--- src/rtl/riscv_pkg.sv ---
// Shared RV32I encoding constants and the instruction-class type used by the
// program loader and its field encoder.
package riscv_pkg;

   localparam int INSTR_WIDTH = 32;

   localparam logic [6:0] OP_LOAD   = 7'b0000011;
   localparam logic [6:0] OP_STORE  = 7'b0100011;
   localparam logic [6:0] OP_RTYPE  = 7'b0110011;
   localparam logic [6:0] OP_BRANCH = 7'b1100011;

   typedef enum logic [1:0] {
      CLASS_LOAD   = 2'b00,
      CLASS_STORE  = 2'b01,
      CLASS_RTYPE  = 2'b10,
      CLASS_BRANCH = 2'b11
   } instr_class_t;

endpackage

--- src/rtl/instr_encoder_loader_if.sv ---
// Field-bundle handshake into the loader: the producer (master) offers one
// instruction's fields, the loader (slave) answers with in_ready.
interface instr_encoder_loader_if;
   import riscv_pkg::*;

   logic         in_valid;
   logic         in_ready;
   instr_class_t in_class;
   logic [4:0]   in_rd;
   logic [4:0]   in_rs1;
   logic [4:0]   in_rs2;
   logic [2:0]   in_funct3;
   logic [6:0]   in_funct7;
   logic [12:0]  in_imm;

   modport master (
      output in_valid, in_class, in_rd, in_rs1, in_rs2, in_funct3, in_funct7, in_imm,
      input  in_ready
   );

   modport slave (
      input  in_valid, in_class, in_rd, in_rs1, in_rs2, in_funct3, in_funct7, in_imm,
      output in_ready
   );

endinterface

--- src/rtl/instr_field_encoder.sv ---
// Combinational packer: class + fields -> 32-bit RV32I word, plus a flag for
// immediates the chosen format cannot represent.
module instr_field_encoder
   import riscv_pkg::*;
(
   input  instr_class_t           cls,
   input  logic [4:0]             rd,
   input  logic [4:0]             rs1,
   input  logic [4:0]             rs2,
   input  logic [2:0]             funct3,
   input  logic [6:0]             funct7,
   input  logic [12:0]            imm,
   output logic [INSTR_WIDTH-1:0] word,
   output logic                   imm_err
);

   // NOTE: every output gets a default before the case so no path leaves a
   // value unassigned, which would otherwise infer a latch.
   always_comb begin
      word    = '0;
      imm_err = 1'b0;
      case (cls)
         CLASS_LOAD: begin
            word    = {imm[11:0], rs1, funct3, rd, OP_LOAD};
            imm_err = imm[12] ^ imm[11];
         end
         CLASS_STORE: begin
            word    = {imm[11:5], rs2, rs1, funct3, imm[4:0], OP_STORE};
            imm_err = imm[12] ^ imm[11];
         end
         CLASS_RTYPE: begin
            word    = {funct7, rs2, rs1, funct3, rd, OP_RTYPE};
         end
         CLASS_BRANCH: begin
            // Branch offsets are in halfwords, so bit 0 must be zero.
            word    = {imm[12], imm[10:5], rs2, rs1, funct3, imm[4:1], imm[11], OP_BRANCH};
            imm_err = imm[0];
         end
      endcase
   end

endmodule

--- src/rtl/instr_encoder_loader.sv ---
// Session-based program loader: accepts field bundles, encodes them and
// streams the words into instruction memory one cycle after acceptance.
module instr_encoder_loader
   import riscv_pkg::*;
#(
   parameter int                    ADDR_WIDTH = 8,
   parameter logic [ADDR_WIDTH-1:0] BASE_ADDR  = '0
) (
   input  logic                   clk,
   input  logic                   rst,
   input  logic                   start,
   input  logic                   finish,
   instr_encoder_loader_if.slave  bus,
   output logic                   mem_we,
   output logic [ADDR_WIDTH-1:0]  mem_addr,
   output logic [INSTR_WIDTH-1:0] mem_wdata,
   output logic [ADDR_WIDTH:0]    count,
   output logic                   done,
   output logic                   err_imm
);

   localparam logic [1:0] S_IDLE = 2'd0;
   localparam logic [1:0] S_LOAD = 2'd1;
   localparam logic [1:0] S_FULL = 2'd2;

   localparam logic [ADDR_WIDTH:0]   DEPTH   = {1'b1, {ADDR_WIDTH{1'b0}}};
   localparam logic [ADDR_WIDTH:0]   ONE_CNT = {{ADDR_WIDTH{1'b0}}, 1'b1};
   localparam logic [ADDR_WIDTH-1:0] ONE_PTR = {{(ADDR_WIDTH-1){1'b0}}, 1'b1};

   logic [1:0]             state;
   logic [ADDR_WIDTH-1:0]  ptr;
   logic [ADDR_WIDTH:0]    count_nxt;
   logic [INSTR_WIDTH-1:0] enc_word;
   logic                   enc_err;
   logic                   accept;

   instr_field_encoder u_enc (
      .cls     (bus.in_class),
      .rd      (bus.in_rd),
      .rs1     (bus.in_rs1),
      .rs2     (bus.in_rs2),
      .funct3  (bus.in_funct3),
      .funct7  (bus.in_funct7),
      .imm     (bus.in_imm),
      .word    (enc_word),
      .imm_err (enc_err)
   );

   // Ready drops combinationally on start/finish so a bundle can never be
   // accepted in the same cycle a session is opened or closed.
   assign bus.in_ready = (state == S_LOAD) && (count < DEPTH) && !start && !finish;
   assign accept       = bus.in_valid && bus.in_ready;
   assign count_nxt    = count + ONE_CNT;

   // NOTE: all state here uses non-blocking assignment so every register
   // samples pre-edge values, independent of statement order.
   always_ff @(posedge clk) begin
      if (rst) begin
         state     <= S_IDLE;
         ptr       <= BASE_ADDR;
         count     <= '0;
         done      <= 1'b0;
         err_imm   <= 1'b0;
         mem_we    <= 1'b0;
         mem_addr  <= '0;
         mem_wdata <= '0;
      end else begin
         // Write stage: a captured word always retires, even across start/finish.
         mem_we <= accept;
         if (accept) begin
            mem_addr  <= ptr;
            mem_wdata <= enc_word;
         end

         if (start) begin
            state   <= S_LOAD;
            ptr     <= BASE_ADDR;
            count   <= '0;
            done    <= 1'b0;
            err_imm <= 1'b0;
         end else if (state == S_LOAD) begin
            if (finish) begin
               state <= S_IDLE;
               done  <= 1'b1;
            end else if (accept) begin
               ptr     <= ptr + ONE_PTR;
               count   <= count_nxt;
               err_imm <= err_imm | enc_err;
               if (count_nxt == DEPTH) begin
                  state <= S_FULL;
                  done  <= 1'b1;
               end
            end
         end
      end
   end

endmodule

--- src/flat_wrapper.sv ---
// flat-port wrapper written by rule: the top's interface ports become plain ports
module instr_encoder_loader_flat import riscv_pkg::*;
#(
   parameter int                    ADDR_WIDTH = 8,
   parameter logic [ADDR_WIDTH-1:0] BASE_ADDR  = '0
)
  (clk, rst, start, finish, mem_we, mem_addr, mem_wdata, count, done, err_imm, bus_in_valid, bus_in_class, bus_in_rd, bus_in_rs1, bus_in_rs2, bus_in_funct3, bus_in_funct7, bus_in_imm, bus_in_ready);
  instr_encoder_loader_if bus_i ();
  input  logic clk;
  input  logic rst;
  input  logic start;
  input  logic finish;
  output logic mem_we;
  output logic [ADDR_WIDTH-1:0] mem_addr;
  output logic [INSTR_WIDTH-1:0] mem_wdata;
  output logic [ADDR_WIDTH:0] count;
  output logic done;
  output logic err_imm;
  input wire logic [$bits(bus_i.in_valid)-1:0] bus_in_valid;
  input wire logic [$bits(bus_i.in_class)-1:0] bus_in_class;
  input wire logic [$bits(bus_i.in_rd)-1:0] bus_in_rd;
  input wire logic [$bits(bus_i.in_rs1)-1:0] bus_in_rs1;
  input wire logic [$bits(bus_i.in_rs2)-1:0] bus_in_rs2;
  input wire logic [$bits(bus_i.in_funct3)-1:0] bus_in_funct3;
  input wire logic [$bits(bus_i.in_funct7)-1:0] bus_in_funct7;
  input wire logic [$bits(bus_i.in_imm)-1:0] bus_in_imm;
  output wire logic [$bits(bus_i.in_ready)-1:0] bus_in_ready;
  assign bus_i.in_valid = bus_in_valid;
  assign bus_i.in_class = bus_in_class;
  assign bus_i.in_rd = bus_in_rd;
  assign bus_i.in_rs1 = bus_in_rs1;
  assign bus_i.in_rs2 = bus_in_rs2;
  assign bus_i.in_funct3 = bus_in_funct3;
  assign bus_i.in_funct7 = bus_in_funct7;
  assign bus_i.in_imm = bus_in_imm;
  assign bus_in_ready = bus_i.in_ready;
  instr_encoder_loader #(.ADDR_WIDTH(ADDR_WIDTH), .BASE_ADDR(BASE_ADDR)) u_core (.clk(clk), .rst(rst), .start(start), .finish(finish), .bus(bus_i), .mem_we(mem_we), .mem_addr(mem_addr), .mem_wdata(mem_wdata), .count(count), .done(done), .err_imm(err_imm));
endmodule
--- config.mk ---
export PLATFORM = sky130hd
export DESIGN_NAME = instr_encoder_loader_flat
export DESIGN_NICKNAME = d
export VERILOG_FILES = /design/src/rtl/riscv_pkg.sv /design/src/rtl/instr_encoder_loader_if.sv /design/src/rtl/instr_field_encoder.sv /design/src/rtl/instr_encoder_loader.sv /design/src/flat_wrapper.sv
export SDC_FILE = /design/constraint.sdc
export NUM_CORES = 1
export LEC_CHECK = 0
export CAP_MARGIN = 0
export CORE_MARGIN = 5
export CORE_UTILIZATION = 45
export CTS_CLUSTER_DIAMETER = 40
export CTS_CLUSTER_SIZE = 8
export DETAILED_ROUTE_END_ITERATION = 6
export HOLD_SLACK_MARGIN = 0.02
export PLACE_DENSITY = 0.87
export SYNTH_ARGS = -nofsm -noshare
export SYNTH_HDL_FRONTEND = slang
export SYNTH_HIERARCHICAL = 1
export SYNTH_SLANG_ARGS = --single-unit
--- constraint.sdc ---
create_clock -name clk -period 2.7 [get_ports clk]
set_input_delay 0.675 -clock clk [delete_from_list [all_inputs] [get_ports clk]]
set_output_delay 0.675 -clock clk [all_outputs]
set_load 0.02 [all_outputs]
==> results of run 1 <==
==> report_power, final <==
| part | internal [mW] | total, mW | leakage [nW] | switching [mW] |
|---|---|---|---|---|
| combinational | 0.110 | 0.195 | 0.740 | 0.0851 |
| clock | 0.665 | 1.01 | 0.124 | 0.346 |
| sequential | 0.924 | 0.930 | 0.500 | 0.00577 |
==> layout make-up <==
class / instances / area [µm²]
fill: 465 / 1934
multi-input combinational: 238 / 1311
sequential: 62 / 1241
timing repair buffer: 109 / 1072
clock buffer: 13 / 158.9
tap: 75 / 93.84
clock inverter: 3 / 90.09
inverter: 5 / 18.77
==> repair_timing <==
action,4_1_cts,5_1_grt
endpoints found under the hold margin,0,0
resized for setup,1,0
endpoints found under the setup margin,1,0
==> logic make-up after synthesis <==
kind of cell | synth area share
multiplexers | 0.06895
AO/OA/AOI/OAI | 0.1228
flip-flops | 0.4530
AND/OR/NAND/NOR | 0.2242
other | 0.002741
adder cells (fa/ha/maj) | 0.01370
XOR/XNOR | 0.04155
buffers and inverters | 0.07306
==> synth_stat cells (all sizes together), types with 2 or more instances <==
cell and number:
buf 17, clkbuf 17, and2 2, nand2 87, xnor2 10, ha 3
xor2 3, nor2 19, nor4 5, mux2i 2, dfxtp 62, or3 4
nor3 3, mux2 15, nor2b 2, inv 5, a21oi 50, o21ai 4
nand4 4, conb 2, nand3 7
==> layer usage <==
metal,share of wire,GRT usage
met2,0.48,0.3089
met1,0.40,0.2197
met5,0,0
met3,0.11,0.07902
met4,0.015,0.07418
==> per-stage QoR <==
stage | hold WS (ps) | instances
floorplan | 444.4 | 339
global placement | 440.8 | 489
detailed placement | 447.7 | 489
CTS | 457.1 | 505
global route | 470.4 | 505
finish | 454.1 | 505
==> critical path, delay by kind of cell <==
kind                   cells  cell delay [ps]
buffers and inverters      2              800
and+or+nand+nor            1              270
==> sequential cells by signal, summed over array words and instances, names as in the netlist <==
signal,cells
u_core/count,9
u_core/done,1
u_core/err_imm,1
u_core/mem_addr,8
u_core/mem_wdata,32
u_core/mem_we,1
u_core/ptr,8
u_core/state,2
==> worst paths after layout <==
check                                         start                           endpoint  cells after the start
setup / recovery                              start                       bus_in_ready                      3
hold / removal    u_core/mem_wdata[13]$_SDFFE_PP0P_  u_core/mem_wdata[13]$_SDFFE_PP0P_                      2
setup reg to reg       u_core/count[8]$_SDFFE_PP0P_           u_core/done$_SDFFE_PP0P_                      4
hold reg to reg   u_core/mem_wdata[13]$_SDFFE_PP0P_  u_core/mem_wdata[13]$_SDFFE_PP0P_                      2
==> cell usage in the layout (no fill, tap or decap), drive strengths merged, types with 4 or more instances in the layout <==
cell           count
clkdlybuf4s50     96
nand2             87
clkbuf            13
conb               4
xnor2             10
a21oi             50
buf               12
nand3              7
nor4               5
or3                4
dfxtp             62
nor2              19
mux2              15
inv                5
o21ai              4
nand4              4
==> impl_metrics.env, run 1 <==
export IMPL_finClkSkew_ps=8.412
export IMPL_drcViolationCount=0
export IMPL_via_per_inst=4.982
export IMPL_rsz0062_at_grt="false"
export IMPL_endpoint_kind="primary output"
export IMPL_drtAntennaViolNets=0
export IMPL_ys_warn_count=6
export IMPL_syn_avg_cell_area_um2=8.131
export IMPL_synth_edf_count=0
export IMPL_antenna_found_initial=0
export IMPL_dieArea_um2=7750
export IMPL_htree_levels=3
export IMPL_setup_tns_final_ps=0
export IMPL_pin_count=98
export IMPL_synthesis_area_um2=2740
export IMPL_finish_instance_area_um2=3986
export IMPL_fmax_mhz=412.0
export IMPL_wl_per_cell_um=13.87
export IMPL_rrSetupSlack_ps=760
export IMPL_drt_iter0_markers=92
export IMPL_synthTopCellsByArea="dfxtp_1 45%, nand2_1 12%, a21oi_1 9.1%"
export IMPL_cts_inserted_buffers=9
export IMPL_drt_pre_antenna_iters=4
export IMPL_hpwl_mm=4.980
export IMPL_cap_violations=0
export IMPL_nets=473
export IMPL_p_per_area_nw_per_um2=536.0
export IMPL_status="finished clean"
export IMPL_numClockSinks=62
export IMPL_cts_root_buffer_cell="clkbuf_8"
export IMPL_seq_area_frac_synth=0.4530
export IMPL_path_class="in2out"
export IMPL_finalPower_mw=2.137
export IMPL_clock_path_buffers=2
export IMPL_synth_top_area_cell="dfxtp_1"
export IMPL_period_share=0.8989
export IMPL_critPathMaxFanout=3
export IMPL_cts_hold_buf=0
export IMPL_grt_first_pass_wirelength_mm=11.34
export IMPL_crit_path_start_kind="input pin"
export IMPL_netlist_instances=337
export IMPL_arrival_ps=1750
export IMPL_syn_to_final_growth_pct=45.48
export IMPL_die_width_um=88.04
export IMPL_max_stage_delay_ps=430
export IMPL_post_route_util=0.6733
export IMPL_required_ps=2030
export IMPL_drive_gt1_frac=0.09302
export IMPL_place_area_um2=3739
export IMPL_place_ws_ps=-38.26
export IMPL_grt_ovfl_total=0
export IMPL_die_h_um=88.04
export IMPL_maxSlewViolCount=0
export IMPL_async_flop_share=0
export IMPL_finalSetupViolations=0
export IMPL_finalHoldViolations=0
export IMPL_postCtsSetupRepairBufs=0
export IMPL_synth_seq_cells=62
export IMPL_period_minus_slack_ps=2427
export IMPL_via_count=2516
export IMPL_grt_pass1_vias=2423
export IMPL_cts_tree="yes"
export IMPL_place_gp_congestion=0.8438
export IMPL_cts_reportedPaths_clkPinSlew_ps=60
export IMPL_antennaDiodeCount=0
export IMPL_grt_usage=0.1888
export IMPL_p_leak_nw=1.365
export IMPL_synth_top_area_frac=0.4530
export IMPL_fin_ws_ps=273.0
export IMPL_portBuffers=97
export IMPL_core_area_um2=5921
export IMPL_slowest_stage="clkdlybuf4s50_1"
export IMPL_crit_chain="clkdlybuf4s50_1 > nor4_1 > dlygate4sd2_1"
export IMPL_synth_cell_types=39
export IMPL_insertion_delay_ps=340
export IMPL_peakVddDrop_mv=0.3628
export IMPL_synthFlopType="dfxtp_1"
export IMPL_initial_core_util=0.4628
export IMPL_fp_row_count=28
export IMPL_grt_max_degree=44
export IMPL_min_path_type="reg2reg"
export IMPL_wl_mm=7.005
No activity file was read; power rests on OpenSTA's default activity.
==> inputs of run 2 (changes only) <==
- SKIP_LAST_GASP: not set -> 1
==> results of run 2 <==
Same layout as run 1: the final DEF is identical, and so are final timing and power.
